## src/rtl/sd_cmd_engine_pkg.sv

```systemverilog
// Shared definitions for the SD command engine: FSM encoding, frame geometry
// and the CRC7 generator polynomial.
package sd_cmd_engine_pkg;

    typedef enum logic [2:0] {
        ST_IDLE       = 3'd0,
        ST_TX         = 3'd1,
        ST_WAIT_START = 3'd2,
        ST_RX         = 3'd3,
        ST_GAP        = 3'd4
    } state_t;

    localparam int TX_FRAME_LEN     = 48;
    localparam int RSP_SHORT_LEN    = 48;
    localparam int RSP_LONG_LEN     = 136;
    localparam int CRC_PAYLOAD_BITS = 40;

    // x^7 + x^3 + 1 with the x^7 term implied by the shift
    localparam logic [6:0] CRC7_POLY = 7'h09;

    // Receive bit positions, counted from the bit after the start bit
    localparam int SHORT_CRC_END   = 39;
    localparam int SHORT_RSP_FIRST = 1;
    localparam int LONG_DATA_FIRST = 7;
    localparam int LONG_CRC_END    = 127;
    localparam int RX_SHORT_LAST   = RSP_SHORT_LEN - 2;
    localparam int RX_LONG_LAST    = RSP_LONG_LEN - 2;

endpackage

```

## src/rtl/sd_cmd_engine_crc7.sv

```systemverilog
// Bit-serial CRC7 accumulator; clear has priority over enable.
module sd_crc7
    import sd_cmd_engine_pkg::*;
(
    input  logic       clk,
    input  logic       rst,
    input  logic       clear,
    input  logic       enable,
    input  logic       bit_in,
    output logic [6:0] crc
);

    logic [6:0] crc_reg;

    always_ff @(posedge clk) begin
        if (rst || clear) begin
            crc_reg <= '0;
        end else if (enable) begin
            crc_reg <= {crc_reg[5:0], 1'b0} ^ ({7{bit_in ^ crc_reg[6]}} & CRC7_POLY);
        end
    end

    assign crc = crc_reg;

endmodule

```

## src/rtl/sd_cmd_engine.sv

```systemverilog
// SD command-line engine: serialises a 48-bit command, waits for and
// captures the short or long response, then enforces the inter-command gap.
module sd_cmd_engine
    import sd_cmd_engine_pkg::*;
#(
    parameter int NCR_MAX = 64,
    parameter int NCC     = 8
) (
    input  logic         clk,
    input  logic         rst,
    input  logic         i_locked,
    input  logic         i_cmd_stb,
    input  logic [5:0]   i_cmd_index,
    input  logic [31:0]  i_cmd_arg,
    input  logic         i_rsp_en,
    input  logic         i_rsp_long,
    output logic         o_busy,
    output logic         o_done_stb,
    output logic [127:0] o_rsp,
    output logic         o_crc_err,
    output logic         o_end_err,
    output logic         o_timeout,
    output logic         o_sd_cmd_dir,
    output logic         o_sd_cmd_out,
    input  logic         i_sd_cmd_in
);

    localparam int CW = 16;

    state_t         state_reg, state_next;
    logic [CW-1:0]  cnt_reg;
    logic [39:0]    tx_shift_reg;
    logic           rsp_en_reg, rsp_long_reg;
    logic [127:0]   rsp_reg;
    logic [6:0]     crc_field_reg;
    logic           crc_err_reg, end_err_reg, timeout_reg;
    logic [6:0]     crc_tx, crc_rx;

    logic           accept, start_seen, wait_expired;
    logic           tx_payload, tx_last, rx_last, gap_last, tx_bit;
    logic           rx_crc_win, rx_field_win, rx_rsp_win, rx_shift_bit;
    logic [2:0]     crc_idx;

    assign accept       = (state_reg == ST_IDLE) && i_cmd_stb && i_locked;
    assign tx_payload   = cnt_reg < CW'(CRC_PAYLOAD_BITS);
    assign tx_last      = cnt_reg == CW'(TX_FRAME_LEN - 1);
    assign crc_idx      = 3'(CW'(TX_FRAME_LEN - 2) - cnt_reg);
    assign start_seen   = (state_reg == ST_WAIT_START) && !i_sd_cmd_in;
    assign wait_expired = (state_reg == ST_WAIT_START) && i_sd_cmd_in
                          && (cnt_reg == CW'(NCR_MAX - 1));
    assign rx_last      = cnt_reg == (rsp_long_reg ? CW'(RX_LONG_LAST) : CW'(RX_SHORT_LAST));
    assign gap_last     = cnt_reg == CW'(NCC - 1);

    // The short CRC also covers the start bit, fed while still in WAIT_START
    always_comb begin
        if (rsp_long_reg) begin
            rx_crc_win   = (cnt_reg >= CW'(LONG_DATA_FIRST)) && (cnt_reg < CW'(LONG_CRC_END));
            rx_field_win = (cnt_reg >= CW'(LONG_CRC_END)) && (cnt_reg < CW'(RX_LONG_LAST));
            rx_rsp_win   = cnt_reg >= CW'(LONG_DATA_FIRST);
        end else begin
            rx_crc_win   = cnt_reg < CW'(SHORT_CRC_END);
            rx_field_win = (cnt_reg >= CW'(SHORT_CRC_END)) && (cnt_reg < CW'(RX_SHORT_LAST));
            rx_rsp_win   = (cnt_reg >= CW'(SHORT_RSP_FIRST)) && (cnt_reg < CW'(SHORT_CRC_END));
        end
    end

    // Long responses shift a 0 in place of the end bit so o_rsp[0] reads 0
    assign rx_shift_bit = (rsp_long_reg && rx_last) ? 1'b0 : i_sd_cmd_in;

    always_comb begin
        if (tx_payload) begin
            tx_bit = tx_shift_reg[39];
        end else if (tx_last) begin
            tx_bit = 1'b1;
        end else begin
            tx_bit = crc_tx[crc_idx];
        end
    end

    sd_crc7 u_crc_tx (
        .clk    (clk),
        .rst    (rst),
        .clear  (accept),
        .enable ((state_reg == ST_TX) && tx_payload),
        .bit_in (tx_shift_reg[39]),
        .crc    (crc_tx)
    );

    sd_crc7 u_crc_rx (
        .clk    (clk),
        .rst    (rst),
        .clear  (accept),
        .enable ((start_seen && !rsp_long_reg) || ((state_reg == ST_RX) && rx_crc_win)),
        .bit_in (i_sd_cmd_in),
        .crc    (crc_rx)
    );

    always_comb begin
        state_next   = state_reg;
        o_busy       = 1'b1;
        o_done_stb   = 1'b0;
        o_sd_cmd_dir = 1'b0;
        o_sd_cmd_out = 1'b1;
        case (state_reg)
            ST_IDLE: begin
                o_busy = 1'b0;
                if (accept) state_next = ST_TX;
            end
            ST_TX: begin
                o_sd_cmd_dir = 1'b1;
                o_sd_cmd_out = tx_bit;
                if (tx_last) state_next = rsp_en_reg ? ST_WAIT_START : ST_GAP;
            end
            ST_WAIT_START: begin
                if (start_seen)        state_next = ST_RX;
                else if (wait_expired) state_next = ST_GAP;
            end
            ST_RX: begin
                if (rx_last) state_next = ST_GAP;
            end
            ST_GAP: begin
                if (gap_last) begin
                    o_done_stb = 1'b1;
                    state_next = ST_IDLE;
                end
            end
            default: state_next = ST_IDLE;
        endcase
    end

    always_ff @(posedge clk) begin
        if (rst) begin
            state_reg     <= ST_IDLE;
            cnt_reg       <= '0;
            tx_shift_reg  <= '0;
            rsp_en_reg    <= 1'b0;
            rsp_long_reg  <= 1'b0;
            rsp_reg       <= '0;
            crc_field_reg <= '0;
            crc_err_reg   <= 1'b0;
            end_err_reg   <= 1'b0;
            timeout_reg   <= 1'b0;
        end else begin
            state_reg <= state_next;
            cnt_reg   <= (state_next != state_reg) ? '0 : cnt_reg + CW'(1);

            if (accept) begin
                tx_shift_reg <= {2'b01, i_cmd_index, i_cmd_arg};
                rsp_en_reg   <= i_rsp_en;
                rsp_long_reg <= i_rsp_long;
                crc_err_reg  <= 1'b0;
                end_err_reg  <= 1'b0;
                timeout_reg  <= 1'b0;
            end

            if ((state_reg == ST_TX) && tx_payload) begin
                tx_shift_reg <= {tx_shift_reg[38:0], 1'b0};
            end

            if (start_seen) rsp_reg <= '0;
            if (wait_expired) timeout_reg <= 1'b1;

            if (state_reg == ST_RX) begin
                if (rx_rsp_win)   rsp_reg       <= {rsp_reg[126:0], rx_shift_bit};
                if (rx_field_win) crc_field_reg <= {crc_field_reg[5:0], i_sd_cmd_in};
                if (rx_last) begin
                    crc_err_reg <= (crc_rx != crc_field_reg);
                    end_err_reg <= !i_sd_cmd_in;
                end
            end
        end
    end

    assign o_rsp     = rsp_reg;
    assign o_crc_err = crc_err_reg;
    assign o_end_err = end_err_reg;
    assign o_timeout = timeout_reg;

endmodule

```

## config.mk

```make
export PLATFORM = sky130hd
export DESIGN_NAME = sd_cmd_engine
export DESIGN_NICKNAME = d
export VERILOG_FILES = /design/src/rtl/sd_cmd_engine_pkg.sv /design/src/rtl/sd_cmd_engine_crc7.sv /design/src/rtl/sd_cmd_engine.sv
export SDC_FILE = /design/constraint.sdc
export NUM_CORES = 1
export LEC_CHECK = 0
export ABC_AREA = 1
export CORE_MARGIN = 2
export CORE_UTILIZATION = 50
export CTS_BUF_LIST = sky130_fd_sc_hd__clkbuf_16
export CTS_CLUSTER_DIAMETER = 40
export DETAILED_ROUTE_END_ITERATION = 16
export HOLD_SLACK_MARGIN = 0.05
export MAX_ROUTING_LAYER = met4
export PLACE_DENSITY = 0.78
export RECOVER_POWER = 100
export SYNTH_ARGS = -nofsm -noshare
export SYNTH_HDL_FRONTEND = slang
export SYNTH_SLANG_ARGS = --single-unit
```

## constraint.sdc

```tcl
create_clock -name clk -period 2.75 [get_ports clk]
set_input_delay 0.275 -clock clk [delete_from_list [all_inputs] [get_ports clk]]
set_output_delay 0.275 -clock clk [all_outputs]
set_load 0.05 [all_outputs]
```

==> flow_metrics.env <==
export IMPL_synthAdderAreaFrac=0.00513
export IMPL_synth_mux_area_frac=0
export IMPL_synth_seq_area_share=0.437
export IMPL_irDropWorstVdd_uv=547
export IMPL_placement_io_buffers=179
export IMPL_design_die_area_um2=20600
export IMPL_tritoncts="yes"
export IMPL_crit_path_to="o_sd_cmd_out"
export IMPL_syn_cell_area_um2=9760
export IMPL_final_net_count=1620
export IMPL_number_of_h_tree_levels=1
export IMPL_synth_xor_area_frac=0.0206
export IMPL_slew_headroom=0.596
export IMPL_worstReg2RegEnd="o_rsp[8]"
export IMPL_yosys_warnings=0
export IMPL_grt_util_all_layers=0.213
export IMPL_timing_hold_violations_final=0
export IMPL_critPathArrivalTime_ps=2300
export IMPL_critical_path_startpoint_type="register"
export IMPL_static_leakage_power_nw=6.03
export IMPL_synth_compound_gate_area_share=0.0900
export IMPL_final_setup_worst_slack_ps=173
export IMPL_endpoint_kind="output port"
export IMPL_num_vias=9043
export IMPL_core_area_um2=19300
export IMPL_cts_root_buf="sky130_fd_sc_hd__clkbuf_16"
export IMPL_synthFlopType="sky130_fd_sc_hd__dfxtp_1"
export IMPL_post_route_util=0.653
export IMPL_drt_drc_violations_left=0
export IMPL_post_detailed_route_count_of_antenna_violating_nets=0
export IMPL_timing_reg2reg_setup_slack_ps=360
export IMPL_status="finished clean"
export IMPL_post_cts_setup_repair_buffer_count=0
export IMPL_routed_wl_mm=22.1
export IMPL_grt_pass1_vias=7771
export IMPL_die_h_um=144
export IMPL_cts_buffer_depth=3
export IMPL_syn_inst=1429
export IMPL_clock_sinks=213
export IMPL_overflow=0
export IMPL_ioPinCount=180
export IMPL_clk_latency_ps=540
export IMPL_power_density_nw_per_um2=615
export IMPL_floorplan_initialDensity=0.505
export IMPL_max_freq_mhz=388
export IMPL_post_route_period_util=0.937
export IMPL_synth_cell_type_count=37
export IMPL_drt_pass1_iterations=5
export IMPL_rsz0062_at_grt="false"
export IMPL_gpl_final_weighted_congestion=0.932
export IMPL_synth_ff_latch_count=213
export IMPL_largest_reg_flops=128
export IMPL_slew_viol_final=0
export IMPL_worst_r2r_startpoint="cnt_reg[5]"
export IMPL_synth_simple_gate_area_share=0.361
export IMPL_synth_edff_count=0
export IMPL_dominant_combinational_cell_family_by_area_after_synthesis="simple AND/OR/NAND/NOR gates"
export IMPL_synthArstFlopShare=0
export IMPL_detail_route_vias_per_cell=4.86
export IMPL_placementRows=51
export IMPL_finalSetupViolCount=0
export IMPL_report_power_total_mw=7.77
export IMPL_max_clock_skew_ps=15.9
export IMPL_fin_crit_ps=2580
export IMPL_cp_startpoint="cnt_reg[5]"
export IMPL_avgRoutedWirePerCell_um=11.9
export IMPL_timing_worst_slew_pin_value_ps=604
export IMPL_detailed_place_hpwl_mm=14.3
export IMPL_areaGrowthSynthToFinish_pct=29.4
export IMPL_global_route_wire_length_before_repair_mm=36.3
export IMPL_tns_ps=0
export IMPL_die_w_um=144
export IMPL_post_place_ws_ps=408
export IMPL_max_cap_viol_count=0
export IMPL_first_iter_violations=574
export IMPL_cts_buffers_inserted=31
export IMPL_avgSynthCellArea_um2=6.83
export IMPL_min_path_type="in -> reg"
export IMPL_drive_gt1_frac=0.0865
export IMPL_syn_num_nets=1478
export IMPL_antenna_cells=0
export IMPL_dp_cells=1803
export IMPL_antenna_found_initial=0
export IMPL_cts_hold_buf=0
export IMPL_worst_path_max_fanout=10
export IMPL_crit_required_ps=2480
export IMPL_kind_of_critical_path="reg -> out"
export IMPL_layout_cells_non_filler=1860
export IMPL_largest_net_degree_at_the_start_of_global_routing=98
export IMPL_timing_reg2reg_worst_path_depth=12
export IMPL_cts_clk_slew_worst_paths_ps=60
-- power breakdown --
| group | switching [mW] | leakage [nW] | internal (mW) |
|---|---|---|---|
| logic | 0.258 | 3.76 | 0.158 |
| registers | 0.0270 | 1.72 | 3.16 |
| clock network | 1.45 | 0.551 | 2.71 |
| total | 1.74 | 6.03 | 6.03 |
-- through the flow --
step | hold WS (ps) | area, um2
after floorplan | 344 | 9760
after global placement | 439 | 11500
after detailed placement | 439 | 11500
after CTS | 392 | 12600
after global routing | 448 | 12600
final | 423 | 12600
-- critical path: stages, from the launching register on --
cell and delay [ps]:
sky130_fd_sc_hd__dfxtp_1 410, sky130_fd_sc_hd__inv_2 70, sky130_fd_sc_hd__nor2_2 150, sky130_fd_sc_hd__nand2_1 120, sky130_fd_sc_hd__nor2_1 230, sky130_fd_sc_hd__nor2_4 90, sky130_fd_sc_hd__nand2_2 170, sky130_fd_sc_hd__nor2_1 60
sky130_fd_sc_hd__a41oi_1 220, sky130_fd_sc_hd__buf_4 240
-- timing repair --
action	4_1_cts	5_1_grt
setup endpoints to repair	1	1
gates resized for setup	1	1
pin swaps	0	0
-- metal layers --
metal	part of all wire	global-route usage
met1	0.45	0.281
met2	0.46	0.336
met3	0.063	0.0387
met4	0.023	0.0588
met5	0	-
-- layout make-up --
class	instances	area, um2
clock buffer	31	776
clock inverter	26	327
fill	1659	6710
inverter	83	315
multi-input combinational	1050	4670
sequential	213	4270
tap	265	332
timing repair buffer	192	1940
-- cells in the mapped netlist, types with 4 or more instances --
cell / count / area, um2
sky130_fd_sc_hd__nand3b_1: 6 / 45.0
sky130_fd_sc_hd__nand2_1: 485 / 1820
sky130_fd_sc_hd__nor3_1: 24 / 120
sky130_fd_sc_hd__buf_6: 5 / 56.3
sky130_fd_sc_hd__nor2_2: 56 / 350
sky130_fd_sc_hd__xnor2_1: 8 / 70.1
sky130_fd_sc_hd__nand4_1: 9 / 56.3
sky130_fd_sc_hd__nand3_1: 25 / 125
sky130_fd_sc_hd__o21ai_0: 94 / 470
sky130_fd_sc_hd__xor2_1: 15 / 131
sky130_fd_sc_hd__buf_4: 11 / 82.6
sky130_fd_sc_hd__buf_2: 17 / 85.1
sky130_fd_sc_hd__inv_1: 79 / 297
sky130_fd_sc_hd__buf_12: 6 / 120
sky130_fd_sc_hd__nor2_1: 236 / 886
sky130_fd_sc_hd__dfxtp_1: 213 / 4260
sky130_fd_sc_hd__clkbuf_1: 38 / 143
sky130_fd_sc_hd__nand2_2: 6 / 37.5
sky130_fd_sc_hd__ha_1: 4 / 50.1
sky130_fd_sc_hd__a21oi_1: 69 / 345
-- cells in the final DEF (no fill, tap or decap), types with 2 or more instances in the layout --
cell type                         instances
sky130_fd_sc_hd__nor2_4                   3
sky130_fd_sc_hd__nand2_2                  5
sky130_fd_sc_hd__nor2_2                  56
sky130_fd_sc_hd__clkinvlp_4               2
sky130_fd_sc_hd__clkbuf_16               31
sky130_fd_sc_hd__o21ai_0                 94
sky130_fd_sc_hd__nand3_1                 25
sky130_fd_sc_hd__xnor2_1                  8
sky130_fd_sc_hd__clkinv_2                 3
sky130_fd_sc_hd__clkinv_1                 4
sky130_fd_sc_hd__bufinv_16                7
sky130_fd_sc_hd__ha_1                     4
sky130_fd_sc_hd__buf_12                   5
sky130_fd_sc_hd__buf_4                    8
sky130_fd_sc_hd__clkinv_4                 3
sky130_fd_sc_hd__inv_6                    4
sky130_fd_sc_hd__dfxtp_1                212
sky130_fd_sc_hd__nand4_1                  9
sky130_fd_sc_hd__xor2_1                  15
sky130_fd_sc_hd__inv_1                   82
sky130_fd_sc_hd__clkdlybuf4s50_1        177
sky130_fd_sc_hd__nor3_1                  24
sky130_fd_sc_hd__nand3b_1                 6
sky130_fd_sc_hd__nor2_1                 236
sky130_fd_sc_hd__inv_2                    3
sky130_fd_sc_hd__a21oi_1                 69
sky130_fd_sc_hd__nand2_1                485
-- worst min-delay path by stage --
stage                                 from               end  slack, ps  depth (start not counted)
after floorplan                        rst  tx_shift_reg[39]        340                          1
after global placement    tx_shift_reg[37]  tx_shift_reg[38]        440                          2
after detailed placement  tx_shift_reg[27]  tx_shift_reg[28]        440                          2
after CTS                       i_rsp_long      rsp_long_reg        390                          3
after global routing            i_rsp_long      rsp_long_reg        450                          3
final                             i_rsp_en        rsp_en_reg        420                          3
-- kinds of logic after synthesis --
logic type | Yosys count
and+or+nand+nor | 853
DFF | 213
adders and majority gates | 4
AOI/OAI and AO/OA | 170
xor gates and xnor gates | 23
buffers and inverters | 166
No activity file was read; power rests on OpenSTA's default activity.
